===== src/rtl/load_store_unit_if.sv =====
// Bundles the core request, data-memory and writeback response signals of the load/store unit.
// The master drives requests and memory responses; the slave is the unit itself.
interface load_store_unit_if;
    logic        req_valid;
    logic        req_ready;
    logic        req_store;
    logic [2:0]  req_funct3;
    logic [31:0] req_addr;
    logic [31:0] req_wdata;

    logic        mem_valid;
    logic        mem_ready;
    logic [31:0] mem_addr;
    logic [31:0] mem_wdata;
    logic [3:0]  mem_wstrb;
    logic [31:0] mem_rdata;

    logic        resp_valid;
    logic [31:0] resp_rdata;
    logic        resp_error;

    modport master (
        output req_valid, req_store, req_funct3, req_addr, req_wdata, mem_ready, mem_rdata,
        input  req_ready, mem_valid, mem_addr, mem_wdata, mem_wstrb,
        input  resp_valid, resp_rdata, resp_error
    );

    modport slave (
        input  req_valid, req_store, req_funct3, req_addr, req_wdata, mem_ready, mem_rdata,
        output req_ready, mem_valid, mem_addr, mem_wdata, mem_wstrb,
        output resp_valid, resp_rdata, resp_error
    );
endinterface


===== src/rtl/load_store_unit.sv =====
// Multi-cycle load/store unit: traps bad accesses, runs one valid/ready memory transaction,
// and returns the lane-extracted load value or a store completion pulse.
module load_store_unit #(
    parameter int unsigned TIMEOUT_CYCLES = 255
) (
    input logic              clk_i,
    input logic              rst_i,
    load_store_unit_if.slave lsu_io
);

    localparam logic [15:0] TimeoutLimit = 16'(TIMEOUT_CYCLES);

    typedef enum logic [1:0] {
        StIdle,
        StReq,
        StResp
    } state_e;

    state_e      state_q, state_d;
    logic        store_q, store_d;
    logic [2:0]  funct3_q, funct3_d;
    logic [1:0]  offset_q, offset_d;
    logic [15:0] wait_q, wait_d;
    logic        mem_valid_q, mem_valid_d;
    logic [31:0] mem_addr_q, mem_addr_d;
    logic [31:0] mem_wdata_q, mem_wdata_d;
    logic [3:0]  mem_wstrb_q, mem_wstrb_d;
    logic        resp_valid_q, resp_valid_d;
    logic [31:0] resp_rdata_q, resp_rdata_d;
    logic        resp_error_q, resp_error_d;

    logic [2:0]  req_f3;
    logic [1:0]  req_off;
    logic        req_illegal;
    logic        req_misaligned;
    logic        req_error;
    logic [31:0] lane_wdata;
    logic [3:0]  lane_wstrb;
    logic [31:0] rdata_shift;
    logic [31:0] load_data;

    // Request decode: legality, alignment and store lane placement
    always_comb begin
        req_f3         = lsu_io.req_funct3;
        req_off        = lsu_io.req_addr[1:0];
        req_illegal    = (req_f3 == 3'b011) || (req_f3 == 3'b110) || (req_f3 == 3'b111) ||
                         (lsu_io.req_store && req_f3[2]);
        req_misaligned = ((req_f3[1:0] == 2'b01) && req_off[0]) ||
                         ((req_f3[1:0] == 2'b10) && (req_off != 2'b00));
        req_error      = req_illegal || req_misaligned;

        lane_wdata = lsu_io.req_wdata;
        lane_wstrb = 4'b1111;
        case (req_f3[1:0])
            2'b00: begin
                lane_wdata = {4{lsu_io.req_wdata[7:0]}};
                lane_wstrb = 4'b0001 << req_off;
            end
            2'b01: begin
                lane_wdata = {2{lsu_io.req_wdata[15:0]}};
                lane_wstrb = req_off[1] ? 4'b1100 : 4'b0011;
            end
            default: ;
        endcase
        if (!lsu_io.req_store) begin
            lane_wstrb = 4'b0000;
        end
    end

    // Load extraction from the word currently on mem_rdata
    always_comb begin
        rdata_shift = lsu_io.mem_rdata >> {offset_q, 3'b000};
        case (funct3_q)
            3'b000:  load_data = {{24{rdata_shift[7]}}, rdata_shift[7:0]};
            3'b001:  load_data = {{16{rdata_shift[15]}}, rdata_shift[15:0]};
            3'b100:  load_data = {24'd0, rdata_shift[7:0]};
            3'b101:  load_data = {16'd0, rdata_shift[15:0]};
            default: load_data = rdata_shift;
        endcase
    end

    always_comb begin
        state_d      = state_q;
        store_d      = store_q;
        funct3_d     = funct3_q;
        offset_d     = offset_q;
        wait_d       = wait_q;
        mem_valid_d  = mem_valid_q;
        mem_addr_d   = mem_addr_q;
        mem_wdata_d  = mem_wdata_q;
        mem_wstrb_d  = mem_wstrb_q;
        // Response outputs only live for the single RESP cycle
        resp_valid_d = 1'b0;
        resp_rdata_d = 32'd0;
        resp_error_d = 1'b0;

        unique case (state_q)
            StIdle: begin
                if (lsu_io.req_valid) begin
                    store_d     = lsu_io.req_store;
                    funct3_d    = req_f3;
                    offset_d    = req_off;
                    wait_d      = 16'd0;
                    mem_addr_d  = {lsu_io.req_addr[31:2], 2'b00};
                    mem_wdata_d = lane_wdata;
                    if (req_error) begin
                        state_d      = StResp;
                        mem_wstrb_d  = 4'b0000;
                        resp_valid_d = 1'b1;
                        resp_error_d = 1'b1;
                    end else begin
                        state_d     = StReq;
                        mem_wstrb_d = lane_wstrb;
                        mem_valid_d = 1'b1;
                    end
                end
            end
            StReq: begin
                if (lsu_io.mem_ready) begin
                    state_d      = StResp;
                    mem_valid_d  = 1'b0;
                    resp_valid_d = 1'b1;
                    resp_rdata_d = store_q ? 32'd0 : load_data;
                end else if (wait_q == TimeoutLimit) begin
                    state_d      = StResp;
                    mem_valid_d  = 1'b0;
                    resp_valid_d = 1'b1;
                    resp_error_d = 1'b1;
                end else begin
                    wait_d = wait_q + 16'd1;
                end
            end
            StResp: begin
                state_d = StIdle;
            end
            default: begin
                state_d     = StIdle;
                mem_valid_d = 1'b0;
            end
        endcase
    end

    always_ff @(posedge clk_i or posedge rst_i) begin
        if (rst_i) begin
            state_q      <= StIdle;
            store_q      <= 1'b0;
            funct3_q     <= 3'd0;
            offset_q     <= 2'd0;
            wait_q       <= 16'd0;
            mem_valid_q  <= 1'b0;
            mem_addr_q   <= 32'd0;
            mem_wdata_q  <= 32'd0;
            mem_wstrb_q  <= 4'd0;
            resp_valid_q <= 1'b0;
            resp_rdata_q <= 32'd0;
            resp_error_q <= 1'b0;
        end else begin
            state_q      <= state_d;
            store_q      <= store_d;
            funct3_q     <= funct3_d;
            offset_q     <= offset_d;
            wait_q       <= wait_d;
            mem_valid_q  <= mem_valid_d;
            mem_addr_q   <= mem_addr_d;
            mem_wdata_q  <= mem_wdata_d;
            mem_wstrb_q  <= mem_wstrb_d;
            resp_valid_q <= resp_valid_d;
            resp_rdata_q <= resp_rdata_d;
            resp_error_q <= resp_error_d;
        end
    end

    assign lsu_io.req_ready  = (state_q == StIdle);
    assign lsu_io.mem_valid  = mem_valid_q;
    assign lsu_io.mem_addr   = mem_addr_q;
    assign lsu_io.mem_wdata  = mem_wdata_q;
    assign lsu_io.mem_wstrb  = mem_wstrb_q;
    assign lsu_io.resp_valid = resp_valid_q;
    assign lsu_io.resp_rdata = resp_rdata_q;
    assign lsu_io.resp_error = resp_error_q;

endmodule


===== src/flat_wrapper.sv =====
// flat-port wrapper written by rule: the top's interface ports become plain ports
module load_store_unit_flat 
#(
    parameter int unsigned TIMEOUT_CYCLES = 255
)
  (clk_i, rst_i, lsu_io_req_valid, lsu_io_req_store, lsu_io_req_funct3, lsu_io_req_addr, lsu_io_req_wdata, lsu_io_mem_ready, lsu_io_mem_rdata, lsu_io_req_ready, lsu_io_mem_valid, lsu_io_mem_addr, lsu_io_mem_wdata, lsu_io_mem_wstrb, lsu_io_resp_valid, lsu_io_resp_rdata, lsu_io_resp_error);
  load_store_unit_if lsu_io_i ();
  input logic clk_i;
  input logic rst_i;
  input wire logic [$bits(lsu_io_i.req_valid)-1:0] lsu_io_req_valid;
  input wire logic [$bits(lsu_io_i.req_store)-1:0] lsu_io_req_store;
  input wire logic [$bits(lsu_io_i.req_funct3)-1:0] lsu_io_req_funct3;
  input wire logic [$bits(lsu_io_i.req_addr)-1:0] lsu_io_req_addr;
  input wire logic [$bits(lsu_io_i.req_wdata)-1:0] lsu_io_req_wdata;
  input wire logic [$bits(lsu_io_i.mem_ready)-1:0] lsu_io_mem_ready;
  input wire logic [$bits(lsu_io_i.mem_rdata)-1:0] lsu_io_mem_rdata;
  output wire logic [$bits(lsu_io_i.req_ready)-1:0] lsu_io_req_ready;
  output wire logic [$bits(lsu_io_i.mem_valid)-1:0] lsu_io_mem_valid;
  output wire logic [$bits(lsu_io_i.mem_addr)-1:0] lsu_io_mem_addr;
  output wire logic [$bits(lsu_io_i.mem_wdata)-1:0] lsu_io_mem_wdata;
  output wire logic [$bits(lsu_io_i.mem_wstrb)-1:0] lsu_io_mem_wstrb;
  output wire logic [$bits(lsu_io_i.resp_valid)-1:0] lsu_io_resp_valid;
  output wire logic [$bits(lsu_io_i.resp_rdata)-1:0] lsu_io_resp_rdata;
  output wire logic [$bits(lsu_io_i.resp_error)-1:0] lsu_io_resp_error;
  assign lsu_io_i.req_valid = lsu_io_req_valid;
  assign lsu_io_i.req_store = lsu_io_req_store;
  assign lsu_io_i.req_funct3 = lsu_io_req_funct3;
  assign lsu_io_i.req_addr = lsu_io_req_addr;
  assign lsu_io_i.req_wdata = lsu_io_req_wdata;
  assign lsu_io_i.mem_ready = lsu_io_mem_ready;
  assign lsu_io_i.mem_rdata = lsu_io_mem_rdata;
  assign lsu_io_req_ready = lsu_io_i.req_ready;
  assign lsu_io_mem_valid = lsu_io_i.mem_valid;
  assign lsu_io_mem_addr = lsu_io_i.mem_addr;
  assign lsu_io_mem_wdata = lsu_io_i.mem_wdata;
  assign lsu_io_mem_wstrb = lsu_io_i.mem_wstrb;
  assign lsu_io_resp_valid = lsu_io_i.resp_valid;
  assign lsu_io_resp_rdata = lsu_io_i.resp_rdata;
  assign lsu_io_resp_error = lsu_io_i.resp_error;
  load_store_unit #(.TIMEOUT_CYCLES(TIMEOUT_CYCLES)) u_core (.clk_i(clk_i), .rst_i(rst_i), .lsu_io(lsu_io_i));
endmodule

===== config.mk =====
export PLATFORM = sky130hd
export DESIGN_NAME = load_store_unit_flat
export DESIGN_NICKNAME = d
export VERILOG_FILES = /design/src/rtl/load_store_unit_if.sv /design/src/rtl/load_store_unit.sv /design/src/flat_wrapper.sv
export SDC_FILE = /design/constraint.sdc
export NUM_CORES = 1
export LEC_CHECK = 0
export ABC_AREA = 1
export ABC_CLOCK_PERIOD_IN_PS = 4550
export CAP_MARGIN = 20
export CORE_ASPECT_RATIO = 0.75
export CORE_UTILIZATION = 41
export CTS_CLUSTER_DIAMETER = 200
export CTS_CLUSTER_SIZE = 10
export DETAILED_ROUTE_END_ITERATION = 8
export PLACE_DENSITY = 0.78
export SYNTH_ARGS = -nofsm -noshare
export SYNTH_HDL_FRONTEND = slang
export SYNTH_SLANG_ARGS = --single-unit

===== constraint.sdc =====
create_clock -name clk_i -period 4.55 [get_ports clk_i]
set_clock_uncertainty 0.1 [all_clocks]
set_input_delay 0.91 -clock clk_i [delete_from_list [all_inputs] [get_ports clk_i]]
set_output_delay 0.91 -clock clk_i [all_outputs]
set_load 0.02 [all_outputs]

==> results_dict.tcl, run 1 <==
set metrics [dict create \
    post_dp_cell_area_mm2 0.00819 \
    ir_drop_mv 0.496 \
    cts-root-buf "clkbuf_16" \
    drive_gt1_share_pct 7.39 \
    drc 0 \
    rsz0062_at_grt "false" \
    regArea_mm2 0.00313 \
    crit_path_max_fanout 69 \
    clkLatencyLatePin_ns 0.41 \
    r2r_start "u_core.offset_q[1]" \
    cts_made_buffers 17 \
    synth_top_family_by_area "simple AND/OR/NAND/NOR gates" \
    post_cts_buffers 0 \
    post_drt_wl_per_cell_um 14.7 \
    power_leakage_nw 4.08 \
    hpwl_mm 11.9 \
    status "completed" \
    finish.net_count 1053 \
    cts_sinks 125 \
    syn_area_mm2 0.00607 \
    hold_path_class "reg2reg" \
    critical-path-slowest-cell "buf_4" \
    pre_cts_slack_ns 1.43 \
    cts_buffer_depth 2 \
    antenna_left 0 \
    path_cells "clkdlybuf4s50_1, nand2_2, buf_4, o21ai_1, nand2_2, inv_2, nand2_1, nand2_1" \
    gr-total-overflow 0 \
    cp-startpoint "lsu_io_req_valid" \
    synth-simple-area-share_pct 30.5 \
    die_h_um 107 \
    tritoncts "done" \
    hold-path-endpoint "u_core.lsu_io.mem_addr[16]" \
    powerDensity_mw_per_mm2 631 \
    path_class "in2reg" \
    io-pin-count 208 \
    maxSlewViolCount 0 \
    fin_ws_ns 1.83 \
    syn_avg_cell_area_um2 8.05 \
    finalCritPeriodShare_pct 59.7 \
    grt_usage_pct 23.2 \
    worstMarginPinSlew_ns 0.919 \
    die-width_um 142 \
    hold_buffers 0 \
    ys_seq_area_share_pct 51.6 \
    yosys-top-cells-area "dfrtp_1, nand2_1, nor2_1, nand3_1, o21ai_0" \
    cpPeakStageDelay_ns 0.53 \
    syn2layout_area_growth_pct 45.7 \
    die_area_mm2 0.0153 \
    yosysWarnings 0 \
    worstHoldStart "u_core.lsu_io.mem_addr[16]" \
    postLayoutCoreUtil_pct 61.1 \
    wl_mm 17.1 \
    crit_path_end_kind "register" \
    synthXorXnorAreaFrac_pct 0.866 \
    io_buffers 205 \
    critPathRequiredTime_ns 4.74 \
    first_iter_violations 506 \
    synthArstFlopShare_pct 100 \
    ys_ff_latch 125 \
    gp_congestion 0.899 \
    hold_viol 0 \
    rr_endpoint "u_core.lsu_io.resp_rdata[16]" \
    num_rows 38 \
    final_area_mm2 0.00884 \
    reg2reg_depth 6 \
    syn_inst 754 \
    first_pass_iters 8 \
    drv_cap 0 \
    synth_flop_cell "dfrtp_1" \
    grt_max_degree 70 \
    synthMuxAreaShare_pct 0 \
    synthTopCellsByCount "nand2_1, dfrtp_1, nor2_1" \
    synth.most_common_cell "nand2_1" \
    viasPerCell 4.92 \
    synthAdderAreaFrac_pct 0.206 \
    h-tree-depth 4 \
    finalSetupViolations 0 \
    via_count 5708 \
    antenna_found_initial 0 \
    first_global_vias 5315 \
    hold_depth 2 \
    core-area_mm2 0.0145 \
    synth_top_area_share_pct 51.6 \
    arrival_ns 2.91 \
    fin_crit_ns 2.72 \
    antenna_cells 0 \
    fmax_ghz 0.368 \
    multi_input_area_mm2 0.00251 \
    synth_cell_type_count 34 \
    slew-limit-headroom_pct 38.7 \
    clk_pin_slew_worst_paths_ns 0.06 \
    ctsResizeCount 0 \
    synth_compound_area_share_pct 9.73 \
    start_kind "primary input" \
    setup-tns-final_ns 0 \
    nFillCells 1239 \
    grt_pass1_wl_mm 27.4 \
    r2r_slack_ns 1.93 \
    synth-edff-count 0 \
    synth_area_leader_cell "dfrtp_1" \
    initial_core_util_pct 42.0 \
]
-- how the worst max path moves through the flow --
stage | to | slack, ns | cells after the start
after floorplan | u_core.funct3_q[0] | 0.21 | 1
after detailed placement | u_core.wait_q[5] | 1.43 | 8
final | u_core.wait_q[8] | 1.83 | 8
after CTS | lsu_io_req_ready | 1.83 | 2
after global placement | u_core.wait_q[6] | 1.48 | 8
after global routing | u_core.wait_q[8] | 1.61 | 8
-- critical path, delay by kind of cell --
kind	cells	cell delay, ns
compound gates	1	0.20
buf+inv	3	1.13
simple gates	4	0.62
-- sequential cells by signal, indices dropped and copies added, names as in the netlist --
| signal | flops |
|---|---|
| u_core.funct3_q | 3 |
| u_core.lsu_io.mem_addr | 30 |
| u_core.lsu_io.mem_valid | 1 |
| u_core.lsu_io.mem_wdata | 32 |
| u_core.lsu_io.mem_wstrb | 4 |
| u_core.lsu_io.resp_error | 1 |
| u_core.lsu_io.resp_rdata | 32 |
| u_core.lsu_io.resp_valid | 1 |
| u_core.offset_q | 2 |
| u_core.state_q | 2 |
| u_core.store_q | 1 |
| u_core.wait_q | 16 |
-- metrics by stage --
stage | cells | hold WS (ns) | total power (W)
after CTS | 1161 | 0.380 | 0.00561
after global placement | 1129 | 0.362 | 0.00405
after detailed placement | 1129 | 0.364 | 0.00408
final | 1161 | 0.380 | 0.00558
after global routing | 1161 | 0.398 | 0.00590
after floorplan | 755 | 0.373 | 0.00314
-- where the power goes --
| group | switching [W] | total (W) | internal, W |
|---|---|---|---|
| sequential | 0.000242 | 0.00171 | 0.00147 |
| combinational | 0.00140 | 0.00236 | 0.000961 |
| clock | 0.000516 | 0.00150 | 0.000988 |
-- cells by family after synthesis --
kind of cell	after synthesis
and+or+nand+nor	429
DFF	125
AOI/OAI and AO/OA	107
buffers and inverters	85
xor gates and xnor gates	6
adders and majority gates	1
other	1
-- layout make-up --
| type | count | share of cell area (%) |
|---|---|---|
| clock buffers | 18 | 4.97 |
| clock inverters | 14 | 2.42 |
| inverters | 50 | 2.24 |
| multi-input cells | 545 | 28.5 |
| flip-flops and latches | 125 | 35.4 |
| well taps | 200 | 2.83 |
| repair buffers | 209 | 23.7 |
-- cells in the final DEF (no fill, tap or decap), types with 2 or more instances in the layout --
master / instances
buf_4: 3
nand3_4: 2
nand4_1: 6
o21ai_1: 14
nor2_4: 12
nand2_2: 4
o21bai_1: 3
inv_2: 7
inv_6: 2
xor2_1: 6
nand3_1: 38
a21oi_1: 31
conb_1: 2
clkdlybuf4s50_1: 205
nor2_1: 67
inv_1: 40
bufinv_16: 5
clkinvlp_4: 3
clkinv_2: 3
dfrtp_1: 125
o21ai_0: 33
clkbuf_16: 17
nor2_2: 2
nand2_1: 292
a31oi_1: 24
-- per-layer routing --
metal	global-route usage, %	up-vias	routed length (um)
met3	7.12	28	1440
met5	0	-	0
met1	31.8	2640	7740
met2	34.9	245	7580
li1	-	2795	-
met4	7.45	0	314
Power figures use the tool's default switching activity.
==> run 2, diff against run 1 <==
--- a/config.mk
+++ b/config.mk
@@ -6,14 +6,14 @@
 export NUM_CORES = 1
 export LEC_CHECK = 0
 export ABC_AREA = 1
-export ABC_CLOCK_PERIOD_IN_PS = 4550
+export ABC_CLOCK_PERIOD_IN_PS = 2800
 export CAP_MARGIN = 20
 export CORE_ASPECT_RATIO = 0.75
-export CORE_UTILIZATION = 41
+export CORE_UTILIZATION = 46
 export CTS_CLUSTER_DIAMETER = 200
 export CTS_CLUSTER_SIZE = 10
 export DETAILED_ROUTE_END_ITERATION = 8
-export PLACE_DENSITY = 0.78
+export PLACE_DENSITY = 0.83
 export SYNTH_ARGS = -nofsm -noshare
 export SYNTH_HDL_FRONTEND = slang
 export SYNTH_SLANG_ARGS = --single-unit
==> constraint.sdc (replaced) <==
create_clock -name clk_i -period 2.8 [get_ports clk_i]
set_clock_uncertainty 0.1 [all_clocks]
set_input_delay 0.56 -clock clk_i [delete_from_list [all_inputs] [get_ports clk_i]]
set_output_delay 0.56 -clock clk_i [all_outputs]
set_load 0.02 [all_outputs]
==> results_dict.tcl, run 2 (synthesis results as in run 1) <==
set metrics [dict create \
    status "completed" \
    finalCritPeriodShare_pct 83.8 \
    mostFrequentLayoutCell "nand2_1" \
    power_leakage_nw 4.09 \
    antenna_cells 0 \
    cts_sinks 125 \
    drive_gt1_share_pct 8.14 \
    maxSlewViolCount 0 \
    finish.net_count 1062 \
    die_h_um 101 \
    finalSetupViolations 0 \
    initial_core_util_pct 48.3 \
    post_drt_wl_per_cell_um 14.4 \
    crit_path_end_kind "output pin" \
    crit_path_max_fanout 4 \
    viasPerCell 5.04 \
    via_count 5726 \
    slew-limit-headroom_pct 63.8 \
    rsz0062_at_grt "false" \
    start_kind "register" \
    total_power_w 0.00889 \
    cts_made_buffers 17 \
    first_global_vias 5466 \
    ir_drop_mv 0.692 \
    final_area_mm2 0.00884 \
    clkLatencyLatePin_ns 0.40 \
    hold_viol 0 \
    grt_pass1_wl_mm 26.6 \
    worstMarginPinSlew_ns 0.542 \
    io_buffers 205 \
    die-width_um 135 \
    first_pass_iters 5 \
    setup-tns-final_ns 0 \
    io-pin-count 208 \
    num_rows 35 \
    drc 0 \
    hpwl_mm 11.7 \
    die_area_mm2 0.0137 \
    hold_path_class "reg2reg" \
    drv_cap 0 \
    h-tree-depth 4 \
    antenna_found_initial 0 \
    cts-root-buf "clkbuf_16" \
    gr-total-overflow 0 \
    gp_congestion 0.853 \
    arrival_ns 1.69 \
    fmax_ghz 0.426 \
    stdcell_count 1136 \
    post_dp_cell_area_mm2 0.00824 \
    antenna_left 0 \
    first_iter_violations 394 \
    syn2layout_area_growth_pct 45.8 \
    dp.cells 1104 \
    grt_usage_pct 25.1 \
    critPathRequiredTime_ns 2.14 \
    fin_crit_ns 2.35 \
    post_cts_buffers 0 \
    wl_mm 16.3 \
    core-area_mm2 0.0126 \
    hold_buffers 0 \
    ctsResizeCount 0 \
    path_class "reg2out" \
    powerDensity_mw_per_mm2 1000 \
    mostFrequentLayoutCells "nand2_1, clkdlybuf4s50_1, dfrtp_1" \
    tritoncts "done" \
    grt_max_degree 58 \
    cts_buffer_depth 2 \
    clk_pin_slew_worst_paths_ns 0.06 \
]
## run 2: changes by cell type in the layout (fill, tap and decap cells not counted), sizes merged
cell      previous run  this run
buf                  4        13
bufinv               5         3
clkinvlp             3         8
clkinv               5         3
inv                 51        49
clkbuf              18        19
## run 2: path summary, 6_finish.rpt
path,slack [ns],end,startpoint,cells past startpoint
worst max-delay path,0.45,lsu_io_req_ready,u_core.state_q[0],2
worst min-delay path,0.37,u_core.lsu_io.mem_addr[10],u_core.lsu_io.mem_addr[10],2
worst max register to register,0.71,u_core.wait_q[8],u_core.wait_q[0],10
worst min register to register,0.37,u_core.lsu_io.mem_addr[10],u_core.lsu_io.mem_addr[10],2
max in group asynchronous,1.80,u_core.funct3_q[1],rst_i,3
min in group asynchronous,0.50,u_core.wait_q[14],rst_i,3
## run 2: power by group
group          internal [W]  switching, W  total (W)  leakage [nW]
registers           0.00238      0.000352    0.00274          1.60
logic               0.00160       0.00230    0.00390          2.22
clock network       0.00142      0.000822    0.00225         0.274
total               0.00541       0.00347    0.00889          4.09
## run 2: per-stage QoR
stage	setup WS, ns	utilization, %	hold slack (ns)
detailed placement	0.489	65.5	0.365
global placement	0.535	65.5	0.361
global route	0.376	70.4	0.405
finish	0.453	70.4	0.374
floorplan	0.601	-	0.373
CTS	0.448	70.4	0.381
## run 2: worst max-delay path: stages (launching register included)
cell and delay (ns):
dfrtp_1 0.44, nor2_2 0.20, clkdlybuf4s50_1 0.65
## run 2: layout make-up
| class | instances | area [um2] |
|---|---|---|
| tap | 166 | 208 |
| sequential | 125 | 3130 |
| multi-input combinational | 545 | 2510 |
| inverter | 50 | 199 |
| fill | 984 | 3720 |
| timing repair buffer | 218 | 2190 |
| clock inverter | 13 | 165 |
| clock buffer | 19 | 443 |
## run 2: layer usage
layer	global-route usage (%)	share of wire, %
met3	8.01	8.8
met1	33.3	45
met5	0	0
met4	8.30	2.2
met2	39.3	44
==> run 3, diff against run 2 <==
--- a/config.mk
+++ b/config.mk
@@ -6,7 +6,7 @@
 export NUM_CORES = 1
 export LEC_CHECK = 0
 export ABC_AREA = 1
-export ABC_CLOCK_PERIOD_IN_PS = 2800
+export ABC_CLOCK_PERIOD_IN_PS = 2300
 export CAP_MARGIN = 20
 export CORE_ASPECT_RATIO = 0.75
 export CORE_UTILIZATION = 46
==> constraint.sdc (replaced) <==
create_clock -name clk_i -period 2.3 [get_ports clk_i]
set_clock_uncertainty 0.1 [all_clocks]
set_input_delay 0.46 -clock clk_i [delete_from_list [all_inputs] [get_ports clk_i]]
set_output_delay 0.46 -clock clk_i [all_outputs]
set_load 0.02 [all_outputs]
==> results_dict.tcl, run 3 (synthesis results as in run 1) <==
set metrics [dict create \
    ir_drop_mv 0.935 \
    syn2layout_area_growth_pct 47.3 \
    post_dp_cell_area_mm2 0.00828 \
    cpPeakStageDelay_ns 0.65 \
    hold_ws_ns 0.376 \
    io-pin-count 208 \
    crit_path_max_fanout 2 \
    start_kind "register" \
    h-tree-depth 4 \
    final_area_mm2 0.00894 \
    antenna_left 0 \
    finish.net_count 1066 \
    drive_gt1_share_pct 8.52 \
    viasPerCell 5.04 \
    first_iter_violations 365 \
    cts_buffer_depth 2 \
    worstMarginPinSlew_ns 0.545 \
    grt_max_degree 83 \
    maxSlewViolCount 0 \
    mostFrequentLayoutCells "nand2_1, clkdlybuf4s50_1, dfrtp_1" \
    cts_sinks 125 \
    via_count 5751 \
    wl_mm 16.7 \
    status "completed" \
    critPathBufInv 1 \
    nFillCells 984 \
    hpwl_mm 11.9 \
    power_leakage_nw 4.17 \
    r2r_slack_ns 0.37 \
    cp-startpoint "u_core.lsu_io.mem_wstrb[3]" \
    rr_endpoint "u_core.lsu_io.resp_rdata[18]" \
    path_cells "clkdlybuf4s50_1" \
    hold_path_class "in2async" \
    cp.depth 1 \
    first_pass_iters 5 \
    pre_cts_slack_ns 0.240 \
    first_global_vias 5439 \
    slew-limit-headroom_pct 63.7 \
    num_rows 35 \
    drv_cap 0 \
    antenna_cells 0 \
    crit_path_end_kind "output pin" \
    path_class "reg2out" \
    post_cts_buffers 0 \
    cp_top_family "buffers and inverters" \
    powerDensity_mw_per_mm2 1250 \
    hold_buffers 0 \
    hold_viol 0 \
    core-area_mm2 0.0126 \
    critical-path-slowest-cell "clkdlybuf4s50_1" \
    setup-tns-final_ns 0 \
    mostFrequentLayoutCell "nand2_1" \
    gr-total-overflow 0 \
    die_h_um 101 \
    gp_congestion 0.858 \
    initial_core_util_pct 48.3 \
    reg2reg_depth 8 \
    drc 0 \
    grt_pass1_wl_mm 26.8 \
    critPathRequiredTime_ns 1.74 \
    fmax_ghz 0.499 \
    finalCritPeriodShare_pct 87.1 \
    clk_pin_slew_worst_paths_ns 0.06 \
    die_area_mm2 0.0137 \
    grt_usage_pct 25.5 \
    antenna_found_initial 0 \
    arrival_ns 1.44 \
    io_buffers 205 \
    cts-root-buf "clkbuf_16" \
    clkLatencyLatePin_ns 0.40 \
    finalSetupViolations 0 \
    die-width_um 135 \
    cts_made_buffers 17 \
    post_drt_wl_per_cell_um 14.6 \
    rsz0062_at_grt "false" \
    tritoncts "done" \
    r2r_start "u_core.funct3_q[1]" \
    fin_crit_ns 2.00 \
    fin_ws_ns 0.297 \
]
run 3: cell type report:
class | count | area [um2] | share of cell area, %
clock buffer | 19 | 443 | 4.96
clock inverter | 13 | 213 | 2.38
inverter | 50 | 199 | 2.23
multi-input combinational | 545 | 2510 | 28.1
sequential | 125 | 3130 | 35.0
tap | 166 | 208 | 2.32
timing repair buffer | 222 | 2230 | 25.0
run 3: report_power, final:
group | internal (W) | switching (W) | total [W]
clock | 0.00196 | 0.00101 | 0.00297
combinational | 0.00201 | 0.00277 | 0.00478
sequential | 0.00290 | 0.000488 | 0.00339
total | 0.00687 | 0.00426 | 0.0111
run 3: worst max-delay path by stage:
stage,end,slack [ns]
floorplan,u_core.funct3_q[0],0.20
global placement,u_core.lsu_io.resp_rdata[14],0.26
detailed placement,u_core.lsu_io.mem_wdata[15],0.24
CTS,lsu_io_req_ready,0.04
global route,u_core.lsu_io.resp_rdata[16],0.24
finish,lsu_io_mem_wstrb[3],0.30
run 3: metrics by stage:
step | utilization [%] | power, W | std cells
2_1_floorplan | - | 0.00621 | 755
3_3_place_gp | 65.9 | 0.00808 | 1108
3_5_place_dp | 65.9 | 0.00817 | 1108
4_1_cts | 71.1 | 0.0112 | 1140
5_1_grt | 71.1 | 0.0118 | 1140
6_report | 71.1 | 0.0111 | 1140
run 3: metal layers:
metal,track usage (%),vias up,wire (um)
met5,0,-,0
met4,5.10,0,108
met3,8.56,8,1520
met2,41.3,245,7780
met1,33.5,2674,7260
li1,-,2824,-
run 3: repair_timing:
item                                   in CTS  in global routing
resized for setup                           0                  1
setup endpoints to repair                   0                  1
endpoints found under the hold margin       0                  0
